File: config.mk
export PLATFORM = sky130hd
export DESIGN_NAME = frame_scheduler
export DESIGN_NICKNAME = d
export VERILOG_FILES = /design/src/rtl/frame_scheduler.sv
export SDC_FILE = /design/constraint.sdc
export NUM_CORES = 1
export LEC_CHECK = 0
export BUFFER_PORTS_ARGS = -buffer_cell sky130_fd_sc_hd__buf_4
export CAP_MARGIN = 25
export CELL_PAD_IN_SITES_DETAIL_PLACEMENT = 0
export CELL_PAD_IN_SITES_GLOBAL_PLACEMENT = 1
export CORE_ASPECT_RATIO = 1.1
export CORE_MARGIN = 2
export CORE_UTILIZATION = 41
export CTS_CLUSTER_SIZE = 8
export DETAILED_ROUTE_END_ITERATION = 10
export PLACE_DENSITY = 0.81
export REMOVE_ABC_BUFFERS = 1
export SYNTH_ARGS = -nofsm -noshare
export SYNTH_HDL_FRONTEND = slang
export SYNTH_SLANG_ARGS = --single-unit
File: constraint.sdc
create_clock -name clk -period 4.45 [get_ports clk]
set_clock_uncertainty 0.05 [all_clocks]
set_input_delay 0.89 -clock clk [delete_from_list [all_inputs] [get_ports clk]]
set_output_delay 0.89 -clock clk [all_outputs]
set_load 0.02 [all_outputs]
File: src/rtl/frame_scheduler.sv
// Packs pre-emphasis output into ping-pong frame banks and offers full banks with valid/ack.
// Latency: adc_valid -> buffer write PE_LATENCY+1 cycles; last write -> frame_valid +1 cycle. Overruns are dropped and flagged.
module frame_scheduler #(
    parameter int FRAME_LEN  = 256,
    parameter int ADDR_W     = $clog2(FRAME_LEN),
    parameter int PE_LATENCY = 1
) (
    input  logic              clk,
    input  logic              rst,
    input  logic              enable,
    input  logic              adc_valid,
    input  logic [15:0]       pe_sample,
    output logic              buf_wr_en,
    output logic [ADDR_W:0]   buf_wr_addr,
    output logic [15:0]       buf_wr_data,
    output logic              frame_valid,
    output logic              frame_bank,
    input  logic              frame_ack,
    output logic [15:0]       frame_count,
    output logic              overflow
);

    typedef enum logic [1:0] {S_IDLE, S_FILL, S_STALL} state_t;

    localparam logic [ADDR_W-1:0] LAST_IDX = ADDR_W'(FRAME_LEN - 1);

    state_t              state_q, state_d;
    logic [PE_LATENCY-1:0] cap_sr;
    logic                cap;
    logic [1:0]          full_q, full_d;
    logic                fill_bank_q, fill_bank_d;
    logic                rd_bank_q, rd_bank_d;
    logic [ADDR_W-1:0]   wr_ptr_q, wr_ptr_d;
    logic                done_q, done_bank_q, frame_done;
    logic                do_write, do_drop;

    assign cap = cap_sr[PE_LATENCY-1];

    // State register
    always_ff @(posedge clk) begin
        if (rst) state_q <= S_IDLE;
        else     state_q <= state_d;
    end

    // Next state looks at post-update bank status, so an ack frees a stalled bank for the next cycle
    always_comb begin
        state_d = S_IDLE;
        if (enable) state_d = full_d[fill_bank_d] ? S_STALL : S_FILL;
    end

    // Output decode: the registered state decides the fate of this cycle's cap
    always_comb begin
        do_write = 1'b0;
        do_drop  = 1'b0;
        case (state_q)
            S_FILL:  do_write = cap;
            S_STALL: do_drop  = cap;
            default: ;
        endcase
    end

    always_comb begin
        full_d      = full_q;
        fill_bank_d = fill_bank_q;
        rd_bank_d   = rd_bank_q;
        wr_ptr_d    = wr_ptr_q;
        frame_done  = 1'b0;
        if (do_write) begin
            if (wr_ptr_q == LAST_IDX) begin
                wr_ptr_d    = '0;
                fill_bank_d = ~fill_bank_q;
                frame_done  = 1'b1;
            end else begin
                wr_ptr_d = wr_ptr_q + ADDR_W'(1);
            end
        end
        if (!enable) wr_ptr_d = '0;
        // Completion is committed one cycle after the cap, aligned with the buffer write
        if (done_q) full_d[done_bank_q] = 1'b1;
        if (frame_ack && frame_valid) begin
            full_d[rd_bank_q] = 1'b0;
            rd_bank_d         = ~rd_bank_q;
        end
    end

    always_ff @(posedge clk) begin
        if (rst) begin
            cap_sr      <= '0;
            full_q      <= '0;
            fill_bank_q <= 1'b0;
            rd_bank_q   <= 1'b0;
            wr_ptr_q    <= '0;
            done_q      <= 1'b0;
            done_bank_q <= 1'b0;
            buf_wr_en   <= 1'b0;
            buf_wr_addr <= '0;
            buf_wr_data <= '0;
            frame_valid <= 1'b0;
            frame_bank  <= 1'b0;
            frame_count <= '0;
            overflow    <= 1'b0;
        end else begin
            cap_sr      <= (cap_sr << 1) | PE_LATENCY'(adc_valid);
            full_q      <= full_d;
            fill_bank_q <= fill_bank_d;
            rd_bank_q   <= rd_bank_d;
            wr_ptr_q    <= wr_ptr_d;
            done_q      <= frame_done;
            done_bank_q <= fill_bank_q;
            buf_wr_en   <= do_write;
            if (do_write) begin
                buf_wr_addr <= {fill_bank_q, wr_ptr_q};
                buf_wr_data <= pe_sample;
            end
            frame_valid <= full_d[rd_bank_d];
            frame_bank  <= rd_bank_d;
            if (done_q)  frame_count <= frame_count + 16'd1;
            if (do_drop) overflow    <= 1'b1;
        end
    end

endmodule

==> metrics, run 1 <==
status=completed; setup tns final=0 ps; leakage=1.27 nW; fin crit share=43.5%; worst skew pair latency=330 ps; R2R cell count=4; initial antenna violation count=0; n_diodes=0; Final ANT Viol Nets=0; Port-buffer cells=65; Placed Cells incl. Taps=403; Slew @ Worst Pin=564 ps; Inserted Clock Buffers=9; H-tree levels=3; synth-to-layout area growth=29.3%; largest net degree at the start of global routing=58; Final Setup Violations=0; Worst slew margin=62.4%; layout cells sized above 1=27.8%; crit path launch type=register; worst reg2reg endpoint=state_q[0]; Die Y=84.5 um; Synth Area per Inst=8.82 sq um; hold_sp=buf_wr_data[11]; die width=77.2 um; combinational share of power=4.2%; Worst EP arrival=1000 ps; synthesized area=2420 sq um; GPL Wtd Cong=0.768; VDD IR-drop max=0.222 mV; max_cap viols=0; Worst path slowest cell=dfxtp_1; std cell rows=29; CTS resizes=0; Hold Path Class=reg2reg; r2r setup slk=2560 ps; CTS tree=yes; CP Capture Type=primary output; Seq/Total Area, Yosys=50.5%; Worst Path Max Fanout=6; vias in the first global route=1944; CTS clk-pin slew, worst paths=60 ps; Post-synth EDFFs=0; WL/cell=12.0 um; synth warn=0; Storage cell area=1220 sq um; Cell Int Power=0.798 mW; # DRC=0; gr ovfl total=0; first-pass GRT wire length=8.47 mm; Top-Level Pins=66; post-layout util=54.5%; final hold vios=0; Clk Tree Root Cell=clkbuf_8; Fillers=566; PwrDens=330 nW/um^2; critical path class=reg2out; Top delay family on crit path=flip-flops; Hold Path End=buf_wr_data[11]; Worst EP required=3510 ps; clock sinks=61; CP Cell Sequence=buf_4; Post-CTS Setup Bufs=0; unrepaired setup endpoints after global routing=false; non-filler cells, final=419; Vias/cell=4.88; crit path time final=1940 ps; WHS Path Cells=2; multi-input logic area=1120 sq um; #FFs+latches synth=61; Cell variety after synth=42; post-synthesis instance total=274; reg-to-reg startpoint=state_q[1]; DR iter-0 viols=35; DR vias=2045; Final #Nets=360; Net Sw Frac=22.7%; Core ar.=5730 sq um; ys async rst share=0%; Initial Util=42.1%; Main synth FF type=dfxtp_1; Post-CTS Hold Buffers=0; TritonRoute pass-1 iters=3; final slew viol count=0; crit-path max cell delay=470 ps; Total Wirelength=5.02 mm; Max Freq=517 MHz; Clk network pwr share=42.2%; Seq pwr share=53.6%; NetSw=0.234 mW; Total GRT Usage=16.2%; total die area=6520 sq um; CTS max path bufs=2; buffers and inverters on the worst path=1; Post-DP HPWL=3.31 mm
## state kept, by name, summed over array words and instances, names as in the netlist, named ones only
signal,count
wr_ptr_q,8
state_q,2
rd_bank_q,1
frame_valid,1
cap,1
overflow,1
buf_wr_data,16
full_q,2
buf_wr_en,1
done_bank_q,1
frame_count,16
done_q,1
buf_wr_addr,9
## logic make-up after synthesis
logic type               Yosys count  synth area share [%]
multiplexers                       4                  1.76
XOR/XNOR                          17                  6.16
AO/OA/AOI/OAI                     45                  10.3
adder cells (fa/ha/maj)            2                  1.04
buffers and inverters             17                  3.26
AND/OR/NAND/NOR                  128                  26.9
flip-flops                        61                  50.5
## metal layers
metal  GRT usage (%)  share of wire, %  vias up
li1                -                 -     1054
met1            18.2                44      937
met2            27.2                47       47
met3            6.13               7.0        7
met4            7.31               1.5        0
met5               0                 0        -
## worst max path at each step
stage | slack [ps] | start | endpoint | cells after the start
floorplan | 2700 | frame_ack | state_q[0] | 4
global placement | 2410 | rst | state_q[0] | 3
detailed placement | 2390 | rst | state_q[0] | 3
CTS | 2500 | frame_count[2] | frame_count[2] | 1
global route | 2440 | state_q[1] | state_q[0] | 4
finish | 2510 | frame_count[2] | frame_count[2] | 1
## worst min-delay path: cells and delay by family, from the launching register on
family / cells / cell delay, ps
AOI/OAI and AO/OA: 1 / 50
and+or+nand+nor: 1 / 50
DFF: 1 / 310
## synth_stat cells, drive strengths merged, types with 2 or more instances
| master | number | area share, % |
|---|---|---|
| xnor2 | 8 | 2.9 |
| nand2b | 3 | 0.78 |
| dfxtp | 61 | 51 |
| nand2 | 61 | 9.5 |
| xor2 | 9 | 3.3 |
| mux2i | 2 | 0.83 |
| nor2 | 20 | 3.1 |
| a21oi | 33 | 6.8 |
| o21ai | 3 | 0.62 |
| inv | 3 | 0.47 |
| buf | 5 | 0.98 |
| and3b | 2 | 0.73 |
| nand4 | 6 | 2.2 |
| and3 | 2 | 0.52 |
| nor2b | 5 | 1.3 |
| a31o | 2 | 0.73 |
| or3 | 3 | 0.83 |
| nor3 | 8 | 1.7 |
| nor4 | 5 | 2.2 |
| nand3 | 7 | 1.7 |
| o22ai | 2 | 0.52 |
| clkbuf | 9 | 1.8 |
| or4 | 2 | 0.67 |
| ha | 2 | 1.0 |
| mux2 | 2 | 0.93 |
| a31oi | 2 | 0.52 |
## cells in the final DEF, fill, tap and decap left out, types with 5 or more instances in the layout
cell type | netlist | layout
nor2b_1 | 5 | 5
dfxtp_1 | 61 | 61
nor2_1 | 20 | 20
xnor2_1 | 8 | 8
clkinv_2 | 0 | 5
nand3_1 | 6 | 6
nand2_1 | 61 | 61
a21oi_1 | 33 | 33
xor2_1 | 9 | 9
buf_4 | 1 | 65
nand4_1 | 5 | 5
nor3_1 | 8 | 8
clkbuf_8 | 1 | 11
## metrics by stage
step,hold WS (ps),power (mW),instance area [sq um],setup WS (ps)
floorplan,398,0.580,2350,2700
detailed placement,397,0.610,2950,2390
CTS,407,1.05,3120,2500
global placement,392,0.609,2930,2410
global route,423,1.08,3120,2440
finish,403,1.03,3120,2510
## power by group through the flow
stage	clock (mW)	combinational (mW)	sequential, mW
2_1_floorplan	0	0.0108	0.569
3_3_place_gp	0	0.0435	0.565
3_5_place_dp	0	0.0446	0.565
4_1_cts	0.448	0.0448	0.553
5_1_grt	0.476	0.0484	0.553
6_report	0.435	0.0438	0.553
## layout make-up
cell class | count | share of cell area (%)
flip-flops and latches | 61 | 39.1
multi-input cells | 196 | 35.7
repair buffers | 66 | 16.1
clock buffers | 11 | 4.85
well taps | 77 | 3.08
clock inverters | 5 | 0.801
inverters | 3 | 0.360
No activity file was read; power rests on OpenSTA's default activity.
==> run 2: changes to the inputs <==
--- a/config.mk
+++ b/config.mk
@@ -11,10 +11,10 @@
 export CELL_PAD_IN_SITES_GLOBAL_PLACEMENT = 1
 export CORE_ASPECT_RATIO = 1.1
 export CORE_MARGIN = 2
-export CORE_UTILIZATION = 41
+export CORE_UTILIZATION = 38
 export CTS_CLUSTER_SIZE = 8
 export DETAILED_ROUTE_END_ITERATION = 10
-export PLACE_DENSITY = 0.81
+export PLACE_DENSITY = 0.75
 export REMOVE_ABC_BUFFERS = 1
 export SYNTH_ARGS = -nofsm -noshare
 export SYNTH_HDL_FRONTEND = slang
==> constraint.sdc (replaced) <==
create_clock -name clk -period 1.85 [get_ports clk]
set_clock_uncertainty 0.05 [all_clocks]
set_input_delay 0.37 -clock clk [delete_from_list [all_inputs] [get_ports clk]]
set_output_delay 0.37 -clock clk [all_outputs]
set_load 0.02 [all_outputs]
==> metrics, run 2 (same netlist as run 1, synthesis figures left out) <==
Clk Tree Root Cell=clkbuf_8; gr ovfl total=0; H-tree levels=3; Core ar.=6160 sq um; dpl cell area=3040 sq um; CP Capture Type=register; worst skew pair latency=330 ps; Pwr Total=2.73 mW; GPL Wtd Cong=0.728; Post-CTS Setup Bufs=0; std cell rows=30; Total GRT Usage=16.1%; Post-DP HPWL=3.68 mm; Vias/cell=4.82; synth-to-layout area growth=34.8%; # DRC=0; Top delay family on crit path=flip-flops; Top-Level Pins=66; die width=80.0 um; Inserted Clock Buffers=9; layout cells sized above 1=30.2%; busiest grt layer=met2; GRT met1 Usage=19.1%; clock sinks=61; Worst Path Max Fanout=5; setup tns final=0 ps; Hold Path Class=in2reg; CTS tree=yes; Worst slew margin=73.0%; crit-path max cell delay=420 ps; CTS max path bufs=2; buffers and inverters on the worst path=1; unrepaired setup endpoints after global routing=false; largest net degree at the start of global routing=30; Port-buffer cells=65; PwrDens=838 nW/um^2; Worst EP required=2020 ps; GRT met3 Usage=4.95%; met2 usage=25.9%; Storage cell area=1220 sq um; Fillers=615; commonest non-fill, non-tap cell in the layout=buf_4; crit path launch type=register; fin crit share=91.2%; Die Y=87.6 um; Total Wirelength=5.26 mm; Final ANT Viol Nets=0; Slew @ Worst Pin=402 ps; first-pass GRT wire length=8.79 mm; Post-CTS Hold Buffers=0; WL/cell=12.1 um; Place WS=136 ps; Worst EP arrival=1860 ps; final hold vios=0; status=completed; crit path time final=1690 ps; leakage=1.34 nW; CTS clk-pin slew, worst paths=70 ps; Final #Nets=373; n_diodes=0; VDD IR-drop max=0.493 mV; total die area=7010 sq um; initial antenna violation count=0; final instance area=3260 sq um; Regs by FF count=buf_wr_data: 16 flops, frame_count: 16 flops, buf_wr_addr: 9 flops; CP Cell Sequence=ha_1, inv_1, nor4_2, a21oi_1, a31o_2; PnR worst setup slack=162 ps; Final Setup Violations=0; critical path class=reg2reg; Max Freq=592 MHz; final slew viol count=0; vias in the first global route=1978; Worst path slowest cell=dfxtp_1; CTS resizes=0; Initial Util=39.2%; max_cap viols=0; multi-input logic area=1120 sq um; commonest non-fill, non-tap cells in the layout=79 x buf_4, 61 x nand2_1, 60 x dfxtp_1; DR iter-0 viols=56; DR vias=2092; TritonRoute pass-1 iters=4
-- run 2: changes by cell type in the layout (fill, tap and decap cells not counted) --
cell        previous run  this run
bufinv_16              0         2
buf_8                  1         0
dfxtp_2                0         1
clkinv_2               5         1
dfxtp_1               61        60
clkbuf_1               0         1
clkbuf_8              11        10
clkinvlp_4             0         1
buf_4                 65        79
-- run 2: layout make-up --
class | count | area share [%]
clock buffers | 11 | 4.34
clock inverters | 4 | 2.23
inverters | 3 | 0.346
multi-input cells | 196 | 34.3
flip-flops and latches | 61 | 37.5
well taps | 80 | 3.07
repair buffers | 79 | 18.2
-- run 2: power breakdown --
group	internal, mW	switching, mW	total [mW]
Sequential	1.32	0.00690	1.33
Combinational	0.0528	0.0592	0.112
Clock	0.786	0.502	1.29
Total	2.16	0.568	2.73
-- run 2: routing by layer --
layer  vias up  wire length [um]
li1       1074                 -
met1       964              2360
met2        46              2480
met3         8               333
met4         0                85
met5         -                 0
-- run 2: through the flow --
step	utilization [%]	cells	hold slack, ps
global placement	49.4	419	392
detailed placement	49.4	419	398
finish	52.9	434	199
floorplan	-	260	389
CTS	52.9	434	181
global route	52.9	434	186
-- run 2: final timing paths --
check                 startpoint         endpoint  slack, ps  cells after the start
setup / recovery  frame_count[0]  frame_count[12]        160                      5
hold / removal         adc_valid              cap        200                      2
setup reg to reg  frame_count[0]  frame_count[12]        160                      5
hold reg to reg   buf_wr_data[8]   buf_wr_data[8]        400                      2
==> run 3: changes to the inputs <==
==> constraint.sdc (replaced) <==
create_clock -name clk -period 1.7 [get_ports clk]
set_clock_uncertainty 0.05 [all_clocks]
set_input_delay 0.34 -clock clk [delete_from_list [all_inputs] [get_ports clk]]
set_output_delay 0.34 -clock clk [all_outputs]
set_load 0.02 [all_outputs]
==> metrics, run 3 (same netlist as run 1, synthesis figures left out) <==
Die Y=87.6 um; n_diodes=0; Max Freq=636 MHz; Worst EP arrival=1750 ps; Net Sw Frac=20.4%; Top-Level Pins=66; TritonRoute pass-1 iters=4; unrepaired setup endpoints after global routing=false; Final #Nets=385; Clk network pwr share=46.7%; GPL Wtd Cong=0.742; worst skew pair latency=330 ps; status=completed; NetSw=0.600 mW; Core ar.=6160 sq um; Final Setup Violations=0; Vias/cell=4.83; Port-buffer cells=65; Post-DP HPWL=3.95 mm; largest net degree at the start of global routing=26; VDD IR-drop max=0.548 mV; CP Cell Sequence=ha_2, nand3_2, o31a_1, or3_1, and3b_1; initial antenna violation count=0; die width=80.0 um; Final ANT Viol Nets=0; max_cap viols=0; PwrDens=881 nW/um^2; Worst EP required=1880 ps; std cell rows=30; Total GRT Usage=16.9%; leakage=1.41 nW; fin crit share=92.5%; DR vias=2156; Worst Setup SP=wr_ptr_q[0]; Worst path slowest cell=or3_1; non-filler cells, final=446; WL/cell=12.2 um; reg-to-reg startpoint=wr_ptr_q[0]; Regs by FF count=buf_wr_data: 16 flops, frame_count: 16 flops, buf_wr_addr: 9 flops; setup tns final=0 ps; Top delay family on crit path=simple AND/OR/NAND/NOR gates; Worst slew margin=73.6%; clock sinks=61; commonest non-fill, non-tap cell in the layout=buf_4; buffers and inverters on the worst path=0; gr ovfl total=0; crit-path max cell delay=360 ps; Slew @ Worst Pin=392 ps; Placed Cells incl. Taps=430; Cell Int Power=2.35 mW; CP Capture Type=register; Hold Path Class=in2reg; vias in the first global route=1986; Seq pwr share=49.1%; Inserted Clock Buffers=9; Initial Util=39.2%; DR iter-0 viols=33; hold_sp=adc_valid; first-pass GRT wire length=9.09 mm; Worst Path Max Fanout=4; CTS clk-pin slew, worst paths=70 ps; Fillers=607; CTS tree=yes; final slew viol count=0; synth-to-layout area growth=38.6%; final hold vios=0; total die area=7010 sq um; commonest non-fill, non-tap cells in the layout=91 x buf_4, 61 x nand2_1, 60 x dfxtp_1; # DRC=0; Clk Tree Root Cell=clkbuf_8; combinational share of power=4.2%; critical path class=reg2reg; H-tree levels=3; CTS max path bufs=2; crit path launch type=register; Total Wirelength=5.43 mm; crit path time final=1570 ps; layout cells sized above 1=33.1%
run 3: worst paths after layout:
| check | cells past startpoint | to | slack (ps) |
|---|---|---|---|
| worst max-delay path | 5 | state_q[0] | 130 |
| worst min-delay path | 2 | cap | 170 |
| worst max register to register | 5 | state_q[0] | 130 |
| worst min register to register | 2 | buf_wr_data[4] | 410 |
run 3: what timing repair did:
item / in CTS / in global routing
buffers inserted: 0 / 1
hold buffers: 0 / 0
gates resized for setup: 0 / 2
setup endpoints to repair: 0 / 4
run 3: cell type report:
type                       count  area [sq um]  area share, %
multi-input combinational    196          1120           33.4
tap                           80           100           2.99
inverter                       3          11.3          0.336
sequential                    61          1220           36.5
clock inverter                 5          75.1           2.24
timing repair buffer          91           683           20.4
clock buffer                  10           138           4.11
run 3: through the flow:
stage	setup WS (ps)	power, mW	util (%)	hold WS (ps)	area (sq um)
floorplan	22.5	1.52	-	359	2350
global placement	118	1.60	50.8	393	3120
detailed placement	65.2	1.61	50.8	400	3120
CTS	58.6	3.00	54.2	146	3340
global route	15.0	3.07	54.4	184	3350
finish	128	2.95	54.4	168	3350
run 3: per-layer routing:
layer | vias to the layer above | track usage (%) | wire length, um
met5 | - | 0 | 0
met3 | 10 | 5.57 | 337
met1 | 994 | 20.7 | 2410
met2 | 51 | 26.5 | 2570
met4 | 0 | 8.78 | 118
li1 | 1101 | - | -
run 3: power by group through the flow:
stage	logic (mW)	clock network, mW	registers, mW
final	0.124	1.38	1.45
after global routing	0.137	1.49	1.45
after CTS	0.127	1.43	1.45
after detailed placement	0.126	0	1.48
after global placement	0.125	0	1.48
after floorplan	0.0282	0	1.49
